===== src/rtl/collision_pkg.sv =====
// Shared types and constants for the collision frame scanner and its accumulator.
package collision_pkg;

  typedef enum logic [1:0] {
    IDLE,
    SCAN,
    DRAIN,
    DONE
  } state_t;

  localparam int X_W = 10;
  localparam int Y_W = 9;

  localparam int FLAG_DOWN  = 0;
  localparam int FLAG_UP    = 1;
  localparam int FLAG_RIGHT = 2;
  localparam int FLAG_LEFT  = 3;

endpackage


===== src/rtl/collision_acc.sv =====
// Aligns checker flags with table occupancy, ORs them into a frame result and,
// with COLLISION_SCAN_FIRST_HIT_EN, records the lowest tile index with floor contact.
module collision_acc
  import collision_pkg::*;
#(
  parameter int IDX_W = 5
) (
  input  logic             clk,
  input  logic             rst,
  input  logic             clear,
  input  logic             issue,
  input  logic             commit,
  input  logic             tile_vld,
  input  logic [3:0]       chk_flags,
`ifdef COLLISION_SCAN_FIRST_HIT_EN
  input  logic [IDX_W-1:0] tile_addr,
  output logic [IDX_W-1:0] first_floor_idx,
  output logic             first_floor_vld,
`endif
  output logic [3:0]       contact
);

  // v_data lines up with ROM data, v_flag with the registered checker output.
  logic       v_data;
  logic       v_flag;
  logic       tv_flag;
  logic [3:0] acc;
  logic [3:0] masked;
  logic [3:0] acc_nxt;

  always_comb begin
    masked  = (v_flag && tv_flag) ? chk_flags : '0;
    acc_nxt = acc | masked;
  end

  always_ff @(posedge clk) begin
    if (rst) begin
      v_data  <= 1'b0;
      v_flag  <= 1'b0;
      tv_flag <= 1'b0;
      acc     <= '0;
      contact <= '0;
    end else begin
      v_data  <= issue;
      v_flag  <= v_data;
      tv_flag <= tile_vld & v_data;
      acc     <= clear ? '0 : acc_nxt;
      // The final tile's flags arrive in the commit cycle, so publish acc_nxt.
      if (commit) contact <= acc_nxt;
    end
  end

`ifdef COLLISION_SCAN_FIRST_HIT_EN
  logic [IDX_W-1:0] idx_data;
  logic [IDX_W-1:0] idx_flag;
  logic [IDX_W-1:0] hit_idx;
  logic             hit_vld;
  logic             down_new;

  assign down_new = masked[FLAG_DOWN] & ~hit_vld;

  always_ff @(posedge clk) begin
    if (rst) begin
      idx_data        <= '0;
      idx_flag        <= '0;
      hit_idx         <= '0;
      hit_vld         <= 1'b0;
      first_floor_idx <= '0;
      first_floor_vld <= 1'b0;
    end else begin
      idx_data <= tile_addr;
      idx_flag <= idx_data;
      if (clear) begin
        hit_idx <= '0;
        hit_vld <= 1'b0;
      end else if (down_new) begin
        hit_idx <= idx_flag;
        hit_vld <= 1'b1;
      end
      if (commit) begin
        first_floor_idx <= down_new ? idx_flag : hit_idx;
        first_floor_vld <= hit_vld | masked[FLAG_DOWN];
      end
    end
  end
`endif

endmodule


===== src/rtl/collision_scan.sv =====
// Frame scheduler sharing one collision checker across the tile table.
// Optional first-floor-hit outputs are enabled by COLLISION_SCAN_FIRST_HIT_EN.
module collision_scan
  import collision_pkg::*;
#(
  parameter int N_TILES = 32,
  parameter int IDX_W   = 5
) (
  input  logic             clk,
  input  logic             rst,
  input  logic             start,
  input  logic [X_W-1:0]   x_blue,
  input  logic [Y_W-1:0]   y_blue,
  output logic [IDX_W-1:0] tile_addr,
  input  logic [X_W-1:0]   tile_x,
  input  logic [Y_W-1:0]   tile_y,
  input  logic             tile_vld,
  output logic [X_W-1:0]   chk_x_blue,
  output logic [Y_W-1:0]   chk_y_blue,
  output logic [X_W-1:0]   chk_x_ground,
  output logic [Y_W-1:0]   chk_y_ground,
  input  logic [3:0]       chk_flags,
`ifdef COLLISION_SCAN_FIRST_HIT_EN
  output logic [IDX_W-1:0] first_floor_idx,
  output logic             first_floor_vld,
`endif
  output logic             busy,
  output logic             done,
  output logic [3:0]       contact
);

  localparam logic [IDX_W-1:0] LAST_ADDR = IDX_W'(N_TILES - 1);

  state_t state;
  logic   drain_cnt;
  logic   issue;
  logic   clear;
  logic   commit;

  assign chk_x_ground = tile_x;
  assign chk_y_ground = tile_y;

  assign issue  = (state == SCAN);
  assign clear  = (state == IDLE) && start;
  assign commit = (state == DRAIN) && drain_cnt;

  always_ff @(posedge clk) begin
    if (rst) begin
      state      <= IDLE;
      tile_addr  <= '0;
      chk_x_blue <= '0;
      chk_y_blue <= '0;
      drain_cnt  <= 1'b0;
      busy       <= 1'b0;
      done       <= 1'b0;
    end else begin
      case (state)
        IDLE: begin
          done <= 1'b0;
          if (start) begin
            state      <= SCAN;
            chk_x_blue <= x_blue;
            chk_y_blue <= y_blue;
            tile_addr  <= '0;
            busy       <= 1'b1;
          end
        end
        SCAN: begin
          if (tile_addr == LAST_ADDR) begin
            state     <= DRAIN;
            drain_cnt <= 1'b0;
          end else begin
            tile_addr <= tile_addr + IDX_W'(1);
          end
        end
        DRAIN: begin
          if (drain_cnt) begin
            state <= DONE;
            done  <= 1'b1;
          end else begin
            drain_cnt <= 1'b1;
          end
        end
        DONE: begin
          state <= IDLE;
          done  <= 1'b0;
          busy  <= 1'b0;
        end
        default: state <= IDLE;
      endcase
    end
  end

  collision_acc #(
    .IDX_W(IDX_W)
  ) u_acc (
    .clk             (clk),
    .rst             (rst),
    .clear           (clear),
    .issue           (issue),
    .commit          (commit),
    .tile_vld        (tile_vld),
    .chk_flags       (chk_flags),
`ifdef COLLISION_SCAN_FIRST_HIT_EN
    .tile_addr       (tile_addr),
    .first_floor_idx (first_floor_idx),
    .first_floor_vld (first_floor_vld),
`endif
    .contact         (contact)
  );

endmodule


===== config.mk =====
export PLATFORM = sky130hd
export DESIGN_NAME = collision_scan
export DESIGN_NICKNAME = d
export VERILOG_FILES = /design/src/rtl/collision_pkg.sv /design/src/rtl/collision_acc.sv /design/src/rtl/collision_scan.sv
export SDC_FILE = /design/constraint.sdc
export NUM_CORES = 1
export LEC_CHECK = 0
export CAP_MARGIN = 20
export CELL_PAD_IN_SITES_DETAIL_PLACEMENT = 1
export CELL_PAD_IN_SITES_GLOBAL_PLACEMENT = 1
export CORE_AREA = 2 2 84 86
export CTS_CLUSTER_DIAMETER = 30
export DETAILED_ROUTE_END_ITERATION = 8
export DIE_AREA = 0 0 86 88
export PLACE_DENSITY = 0.77
export SYNTH_ARGS = -nofsm -noshare
export SYNTH_HDL_FRONTEND = slang
export SYNTH_HIERARCHICAL = 1
export SYNTH_SLANG_ARGS = --single-unit

===== constraint.sdc =====
create_clock -name clk -period 2.1 [get_ports clk]
set_input_delay 0.315 -clock clk [delete_from_list [all_inputs] [get_ports clk]]
set_output_delay 0.315 -clock clk [all_outputs]
set_load 0.005 [all_outputs]

==> impl_metrics.ini <==
[layout]
nets = 294
antenna-diode-count = 0
layout.filler_cells = 779
flow.area_growth_from_synthesis_pct = 35.26
drive_gt1_share_pct = 7.438

[routing]
vias = 1507
antenna_left = 0
drc = 0
wl_per_cell_um = 13.25
initialDrtViolationCount = 42
via_per_inst = 4.680
totalWireLength_um = 4268
drt_first_pass_iters = 4

[timing]
report.final.hold_viol_count = 0
worst_margin_slew_ns = 0.3803
finalWorstSetupSlack_ns = 0.3254
fin_crit_sh_pct = 84.50
finalMaxSlewViolations = 0
maxClockFrequency_mhz = 563.5
timing.final.setup_violations = 0
timing.max_slew.rel_slack_pct = 74.55
final.setup_skew_ns = 0.003313
grt_setup_unrepaired = no
final.min_clock_period_ns = 1.775
finalSetupTns_ns = 0

[cts]
htree_num_levels = 2
tritoncts.num_buffers = 5
cts_post_setup_buffers_inserted = 0
cts_root_buf = sky130_fd_sc_hd__clkbuf_8
hold_buffers = 0
clk_path_buf_depth = 2
tritoncts_num_sinks = 40
path_clk_slew_ns = 0.08
worst_skew_pair.late_latency_ns = 0.30
cts_tree = done
cts_resized = 0

[critical_path]
critPathRequiredTime_ns = 2.33
worstReg2RegStart = tile_addr[0]
critical_path.startpoint = tile_addr[0]
crit_fanout = 6
setup.worst_path.end_class = flop
worst_setup_path_start_kind = flop
worst-endpoint-arrival_ns = 2.00
crit_type = reg -> reg

[die]
top_level_ports = 95
rows = 30
core-area_sq_um = 6644
die-width_um = 86
initial_core_util_pct = 26.38
fp.dieH_um = 88
floorplan.die_area_sq_um = 7568

[synthesis]
postSynth.asyncResetShare_pct = 0
synth_top_area_share_pct = 45.68
syn_area_per_cell_sq_um = 8.678
synth-edff-count = 0
synth.net_count = 255
synth_warnings = 6
share_of_the_yosys_chip_area_belonging_to_registers_pct = 45.68
netlist_area_sq_um = 1753
synth_top_cell_by_area = sky130_fd_sc_hd__dfxtp_1
syn-instance-count = 202
ys_types = 30
ys_dominant_reg_cell = sky130_fd_sc_hd__dfxtp_1
synth-seq-cells = 40
synthTopCellsByArea = sky130_fd_sc_hd__dfxtp_1 (46%), sky130_fd_sc_hd__nand2_1 (8.6%), sky130_fd_sc_hd__buf_4 (8.1%)

[job]
drv.max_cap_violation_count = 0

[power]
power.static_leakage_nw = 0.8790
worst_supply_voltage_drop_on_vdd_v = 0.0004232
p_per_area_nw_per_um2 = 1006

[outcome]
outcome = finished, final reports clean

[global_route]
grt_usage_pct = 11.67
grt_first_pass_wirelength_um = 6865
grt_max_degree = 20
antenna_found_initial = 0
grt_pass1_vias = 1464
grt-ovfl-total = 0

[placement]
gp_routability_congestion = 0.7372
dpl_worst_slack_ns = 0.3351
dp_hpwl_um = 3192
numPortBuffers = 56

[hold_path]
startpoint_of_the_most_critical_hold_path = chk_x_blue[8]
min-delay-path-class = reg -> reg
placed cells by master (no fill, tap or decap), drive strengths merged:
cell	n
or3b	2
or2b	1
and3	1
a31oi	5
clkdlybuf4s50	56
dfxtp	40
a21oi	26
nand3b	4
clkinv	1
nand3	3
nor4	1
and2	3
nor2b	5
bufinv	1
buf	6
or3	1
nand2	40
ha	7
nor4b	1
nor3	6
nand4	1
o31ai	4
clkbuf	5
nor2	5
mux2i	2
clkinvlp	1
inv	5
o21ai	2
nand2b	2
a211oi	5
flip-flops by register name (all words and copies together), names as in the netlist:
name,count
chk_x_blue,10
chk_y_blue,9
tile_addr,5
u_acc/acc,4
u_acc/contact,4
state,2
busy,1
done,1
drain_cnt,1
u_acc/tv_flag,1
u_acc/v_data,1
u_acc/v_flag,1
layout make-up:
class	instances	area [sq um]	share of cell area, %
clock buffers	5	68.82	2.902
clock inverters	3	42.54	1.794
inverters	5	18.77	0.7916
multi-input cells	127	734.5	30.98
flip-flops and latches	40	800.8	33.77
well taps	80	100.1	4.222
repair buffers	62	605.6	25.54
final timing paths:
check | endpoint | slack, ns | depth (start not counted)
setup / recovery | tile_addr[2] | 0.33 | 6
hold / removal | chk_x_blue[8] | 0.46 | 2
setup reg to reg | tile_addr[2] | 0.33 | 6
hold reg to reg | chk_x_blue[8] | 0.46 | 2
metal layers:
metal	wire length, um	vias up	global-route usage, %
met5	0	-	0
met4	56	0	4.473
met3	372	4	5.278
met2	1881	54	17.41
met1	1958	716	14.77
li1	-	733	-
critical path: stages, from the launching register on:
cell,delay [ns]
sky130_fd_sc_hd__dfxtp_1,0.36
sky130_fd_sc_hd__ha_1,0.22
sky130_fd_sc_hd__and3_1,0.19
sky130_fd_sc_hd__ha_1,0.19
sky130_fd_sc_hd__and2_1,0.23
sky130_fd_sc_hd__nor4b_2,0.30
sky130_fd_sc_hd__mux2i_1,0.21
Yosys cell counts, drive strengths merged (2+ instances only):
cell    number
a211oi       5
a21oi       26
a31oi        5
and2         3
buf         26
clkbuf       4
dfxtp       40
ha           7
inv          5
mux2i        2
nand2       40
nand2b       2
nand3        3
nand3b       4
nor2         5
nor2b        5
nor3         6
o21ai        2
o31ai        4
or3b         2
stage by stage:
| stage | hold slack [ns] | std cells | util [%] | cell area [sq um] | total power, mW |
|---|---|---|---|---|---|
| 5_1_grt | 0.4797 | 322 | 35.69 | 2371 | 2.563 |
| 6_report | 0.4594 | 322 | 35.69 | 2371 | 2.385 |
| 3_5_place_dp | 0.4512 | 314 | 34.01 | 2260 | 1.780 |
| 4_1_cts | 0.4630 | 322 | 35.69 | 2371 | 2.432 |
| 2_1_floorplan | 0.4306 | 202 | - | 1753 | 1.445 |
| 3_3_place_gp | 0.4392 | 314 | 34.01 | 2260 | 1.750 |
cells by family (layout without fill, tap and decap cells):
| kind of cell | after synthesis | after routing | share of synthesized area, % |
|---|---|---|---|
| simple gates | 76 | 76 | 22.13 |
| mux | 2 | 2 | 1.142 |
| fa+ha+maj | 7 | 7 | 4.996 |
| flops | 40 | 40 | 45.68 |
| compound gates | 42 | 42 | 13.63 |
| buf+inv | 35 | 75 | 12.42 |
power breakdown:
group          switching, mW  internal (mW)
Sequential            0.0782          0.876
Combinational          0.402          0.394
Clock                  0.282          0.352
Power figures use the tool's default switching activity.
